**src/rtl/dcache_wb.sv**
```systemverilog
// Direct-mapped, write-back, write-allocate data cache between the core D-port
// and a 128-bit line memory. Hits complete combinationally; misses run the miss FSM.
module dcache_wb #(
    parameter int INDEX_W = 3
) (
    input  logic         clk,
    input  logic         rst_n,
    input  logic         proc_read,
    input  logic         proc_write,
    input  logic [29:0]  proc_addr,
    input  logic [31:0]  proc_wdata,
    output logic         proc_stall,
    output logic [31:0]  proc_rdata,
    output logic         mem_read,
    output logic         mem_write,
    output logic [27:0]  mem_addr,
    output logic [127:0] mem_wdata,
    input  logic         mem_ready,
    input  logic [127:0] mem_rdata
);
    localparam int LINES = 1 << INDEX_W;
    localparam int TAG_W = 28 - INDEX_W;

    typedef enum logic [1:0] {
        IDLE,
        WRITEBACK,
        ALLOCATE
    } state_e;

    state_e             state_q, state_d;
    logic [LINES-1:0]   valid_q, valid_d;
    logic [LINES-1:0]   dirty_q, dirty_d;
    logic [TAG_W-1:0]   tag_q  [LINES];
    logic [TAG_W-1:0]   tag_d  [LINES];
    logic [127:0]       data_q [LINES];
    logic [127:0]       data_d [LINES];
    logic               mem_read_q, mem_read_d;
    logic               mem_write_q, mem_write_d;
    logic [27:0]        mem_addr_q, mem_addr_d;
    logic [127:0]       mem_wdata_q, mem_wdata_d;

    logic [1:0]         off;
    logic [INDEX_W-1:0] idx;
    logic [TAG_W-1:0]   tag;
    logic               request;
    logic               hit;
    logic [127:0]       line;

    assign off     = proc_addr[1:0];
    assign idx     = proc_addr[INDEX_W+1:2];
    assign tag     = proc_addr[29:INDEX_W+2];
    assign request = proc_read | proc_write;
    assign hit     = valid_q[idx] & (tag_q[idx] == tag);
    assign line    = data_q[idx];

    assign proc_rdata = line[{off, 5'd0} +: 32];
    assign mem_read   = mem_read_q;
    assign mem_write  = mem_write_q;
    assign mem_addr   = mem_addr_q;
    assign mem_wdata  = mem_wdata_q;

    always_comb begin
        state_d     = state_q;
        valid_d     = valid_q;
        dirty_d     = dirty_q;
        tag_d       = tag_q;
        data_d      = data_q;
        mem_read_d  = mem_read_q;
        mem_write_d = mem_write_q;
        mem_addr_d  = mem_addr_q;
        mem_wdata_d = mem_wdata_q;
        proc_stall  = 1'b1;
        case (state_q)
            IDLE: begin
                proc_stall = request & ~hit;
                if (request) begin
                    if (hit) begin
                        if (proc_write) begin
                            data_d[idx][{off, 5'd0} +: 32] = proc_wdata;
                            dirty_d[idx] = 1'b1;
                        end
                    end else if (valid_q[idx] & dirty_q[idx]) begin
                        state_d     = WRITEBACK;
                        mem_write_d = 1'b1;
                        mem_addr_d  = {tag_q[idx], idx};
                        mem_wdata_d = data_q[idx];
                    end else begin
                        state_d    = ALLOCATE;
                        mem_read_d = 1'b1;
                        mem_addr_d = proc_addr[29:2];
                    end
                end
            end
            WRITEBACK: begin
                if (mem_ready) begin
                    state_d     = ALLOCATE;
                    mem_write_d = 1'b0;
                    mem_read_d  = 1'b1;
                    mem_addr_d  = proc_addr[29:2];
                end
            end
            ALLOCATE: begin
                if (mem_ready) begin
                    // Fill lands clean; a pending write merges as a hit back in IDLE
                    state_d      = IDLE;
                    mem_read_d   = 1'b0;
                    data_d[idx]  = mem_rdata;
                    tag_d[idx]   = tag;
                    valid_d[idx] = 1'b1;
                    dirty_d[idx] = 1'b0;
                end
            end
            default: state_d = IDLE;
        endcase
    end

    always_ff @(posedge clk) begin
        if (!rst_n) begin
            state_q     <= IDLE;
            valid_q     <= '0;
            dirty_q     <= '0;
            mem_read_q  <= 1'b0;
            mem_write_q <= 1'b0;
            mem_addr_q  <= '0;
            mem_wdata_q <= '0;
        end else begin
            state_q     <= state_d;
            valid_q     <= valid_d;
            dirty_q     <= dirty_d;
            mem_read_q  <= mem_read_d;
            mem_write_q <= mem_write_d;
            mem_addr_q  <= mem_addr_d;
            mem_wdata_q <= mem_wdata_d;
        end
    end

    always_ff @(posedge clk) begin
        tag_q  <= tag_d;
        data_q <= data_d;
    end
endmodule

```
**config.mk**
```make
export PLATFORM = sky130hd
export DESIGN_NAME = dcache_wb
export DESIGN_NICKNAME = d
export VERILOG_FILES = /design/src/rtl/dcache_wb.sv
export SDC_FILE = /design/constraint.sdc
export NUM_CORES = 2
export LEC_CHECK = 0
export CORE_ASPECT_RATIO = 0.6
export CORE_UTILIZATION = 59
export CTS_CLUSTER_SIZE = 25
export DETAILED_ROUTE_END_ITERATION = 8
export GPL_TIMING_DRIVEN = 0
export PLACE_DENSITY = 0.8
export SYNTH_ARGS = -nofsm -noshare
export SYNTH_HDL_FRONTEND = slang
export SYNTH_SLANG_ARGS = --single-unit
```
**constraint.sdc**
```tcl
create_clock -name clk -period 6.75 [get_ports clk]
set_input_delay 1.35 -clock clk [delete_from_list [all_inputs] [get_ports clk]]
set_output_delay 1.35 -clock clk [all_outputs]
set_load 0.05 [all_outputs]
```
==> results.toml <==
[placed_design]
portBuffers = 384
gp_congestion = 1.071
dp.cells = 6181
post-dp-hpwl_um = 178200
place_ws_ns = -2.254

[layout]
area_growth_pct = 19.99
final_cell_mix = "edfxtp_1, nor2_1, a22oi_1"
layout-drive-gt1-share_pct = 12.23
instances_no_fill = 6519
multi_input_area_sq_um = 16390
mostFrequentLayoutCell = "edfxtp_1"
nets = 5287
regArea_sq_um = 40280
fin_util_pct = 71.99
nFillCells = 6437

[timing]
period_share_pct = 102.0
hold_violations = 0
drv_slew = 11
fin_ws_ns = -0.1375
rsz0062_at_grt = "true"
fin_skew_ns = 0.04189
setup_viol = 26
whs_ns = 0.4577
slew-limit-headroom_pct = -2.506
tightest_slew_ns = 1.538
fmax_mhz = 145.2
period_needed_ns = 6.887

[critical_path]
regToRegSetupSlack_ns = 2.01
cp_top_family = "buffers and inverters"
critical_path_arrival_ns = 5.54
cp_cell_sequence = "clkdlybuf4s50_1 > buf_6 > buf_6 > buf_4 > buf_4 > nor2_1 > clkbuf_4 > clkbuf_8 > clkbuf_4 > a22oi_1 > nand4_1 > mux4_2 > dlygate4sd2_1"
cp_num_buf_inv = 9
cp_max_fo = 10
required_ns = 5.40
worstReg2RegStart = "tag_q[16]"
worstSetupStartpointType = "primary input"
rr_worst_depth = 10
end_kind = "output port"
rr_endpoint = "data_q[776]"
critPathSlowestCell = "mux4_2"
slowest_delay_ns = 0.57
path_class = "primary input to output port"

[synth]
async_flop_share_pct = 0
synth.avg_cell_area_sq_um = 13.05
mappedNetlistArea_sq_um = 58070
synthFlopType = "edfxtp_1"
ys_ff_latch = 1400
yosys_warnings = 0
synth_edf_count = 1224
syn_nets = 4654
yosysSeqAreaShare_pct = 69.37
synth_cells = 4451
ys_types = 63

[clocking]
root_buffer = "clkbuf_16"
clkTransAtPathRegs_ns = 0.07
clock_latency_ns = 0.79
htree_levels = 3
cts_hold_buf = 0
clk_path_buf_depth = 3
numCtsBuffers = 121
clock-sinks = 1400
cts_tree = "yes"

[route]
drc = 0
postRouteAntennaNets = 0
drt_first_pass_iters = 7
wl_um = 255500
via_per_inst = 7.265
vias = 47360
drtIter0Drc = 10700
wl_per_cell_um = 39.19

[floorplanning]
ios = 386
initial_core_util_pct = 60.00
die_area_sq_um = 99720
fp.dieW_um = 407.0
core_area_sq_um = 96780
die_h_um = 245.0
num_rows = 88

[job]
max_cap_violations = 1

[global_route]
gr-total-overflow = 0
track_usage_pct = 50.44
antenna_found_initial = 35
grt_pass1_vias = 42920
grt_pass1_wl_um = 338400
grt_start_max_net_pins = 27

[hold_path]
hold_path_depth = 2
hp-start = "mem_addr[10]"
whs_endpoint = "mem_addr[10]"
min_path_type = "flop to flop"

[run_status]
failed_checks = "capacitance limit, slew limit, setup timing"
status = "complete, but fails checks"

[pwr]
peakVddDrop_v = 0.0002509
powerDensity_nw_per_um2 = 273.0
total_power_mw = 19.02
p_leak_nw = 21.87
==> worst register-to-register path, cell delays in order, from the launching register on <==
cell and delay, ns:
edfxtp_1 0.41, mux4_2 0.49, mux2i_1 0.45, xor2_1 0.20, o2111ai_1 0.17, nor4_4 0.49
and4_1 0.47, buf_2 0.36, o21ai_2 0.31, nor2_4 0.85, buf_16 0.26
==> synth_stat cells, drive strengths merged (5+ instances only) <==
master	count	area (sq um)
xor2	11	96.34
a311oi	10	106.4
mux4	60	1351
inv	17	63.81
a221oi	5	50.04
edfxtp	1224	36760
a31oi	21	131.4
buf	56	488.0
o22ai	19	118.9
and4	8	72.57
ha	8	100.1
dlygate4sd1	19	166.4
mux2	37	416.7
dfxtp	176	3523
nand2b	9	56.30
nand3	5	25.02
clkbuf	279	1047
nor2	1105	4148
o21ai	35	175.2
nor3	14	70.07
nand2	320	1201
o211ai	16	120.1
a22oi	629	4722
or3	11	68.82
mux2i	177	1784
a21oi	6	30.03
nand4	127	794.5
==> power breakdown <==
group / internal (mW) / leakage, nW / total, mW / switching (mW)
clock network: 3.67 / 1.85 / 7.00 / 3.33
logic: 0.682 / 8.94 / 2.53 / 1.85
registers: 9.45 / 11.1 / 9.49 / 0.0398
==> worst max path at each step <==
stage,cells after the start,startpoint,endpoint,slack [ns]
2_1_floorplan,11,proc_addr[3],data_q[256],1.30
3_3_place_gp,13,proc_addr[4],proc_rdata[15],-2.62
3_5_place_dp,13,proc_addr[4],proc_rdata[15],-2.25
4_1_cts,12,proc_addr[4],proc_rdata[3],0.002
5_1_grt,13,proc_addr[4],proc_rdata[25],-0.04
6_report,13,proc_addr[4],proc_rdata[25],-0.14
==> per-stage QoR <==
stage               setup TNS, ns  instance area, sq um
finish                     -1.476                 69670
CTS                             0                 69600
detailed placement        -305.11                 64700
floorplan                       0                 58070
global placement         -2085.58                 63540
global route             -0.07725                 69640
==> area by class of cell <==
type | instances | share of cell area [%]
multi-input combinational | 2680 | 23.52
tap | 1305 | 2.344
clock inverter | 66 | 0.8907
sequential | 1400 | 57.81
inverter | 17 | 0.09158
clock buffer | 158 | 4.606
antenna | 29 | 0.1042
buffer | 350 | 2.871
timing repair buffer | 514 | 7.760
==> registers in the layout, indices dropped and copies added (netlist names), named ones only <==
register / flops
data_q: 1024
mem_addr: 28
mem_read: 1
mem_wdata: 128
mem_write: 1
state_q: 2
tag_q: 200
valid_q: 8
==> repair_timing <==
item,4_1_cts,5_1_grt
endpoints found under the setup margin,46,33
buffers inserted,87,2
resized for setup,236,84
pin swaps,47,4
==> cells by family after synthesis <==
logic type                 count (synthesis)  synth area share (%)
AOI/OAI and AO/OA                        761                 9.688
buffers and inverters                    371                 3.040
DFF                                     1400                 69.37
adders and majority gates                  8                0.1724
and+or+nand+nor                         1622                 11.39
xor gates and xnor gates                  15                0.2262
muxes                                    274                 6.117
==> metal layers <==
metal | vias up | part of all wire, % | routed length [um] | track usage, %
li1 | 17980 | - | - | -
met3 | 1080 | 22 | 55880 | 32.57
met2 | 5513 | 37 | 95450 | 63.07
met5 | - | 0.41 | 1052 | 7.992
met1 | 22770 | 33 | 83950 | 64.36
met4 | 18 | 7.5 | 19120 | 28.66
(Power assumes the default switching activity.)
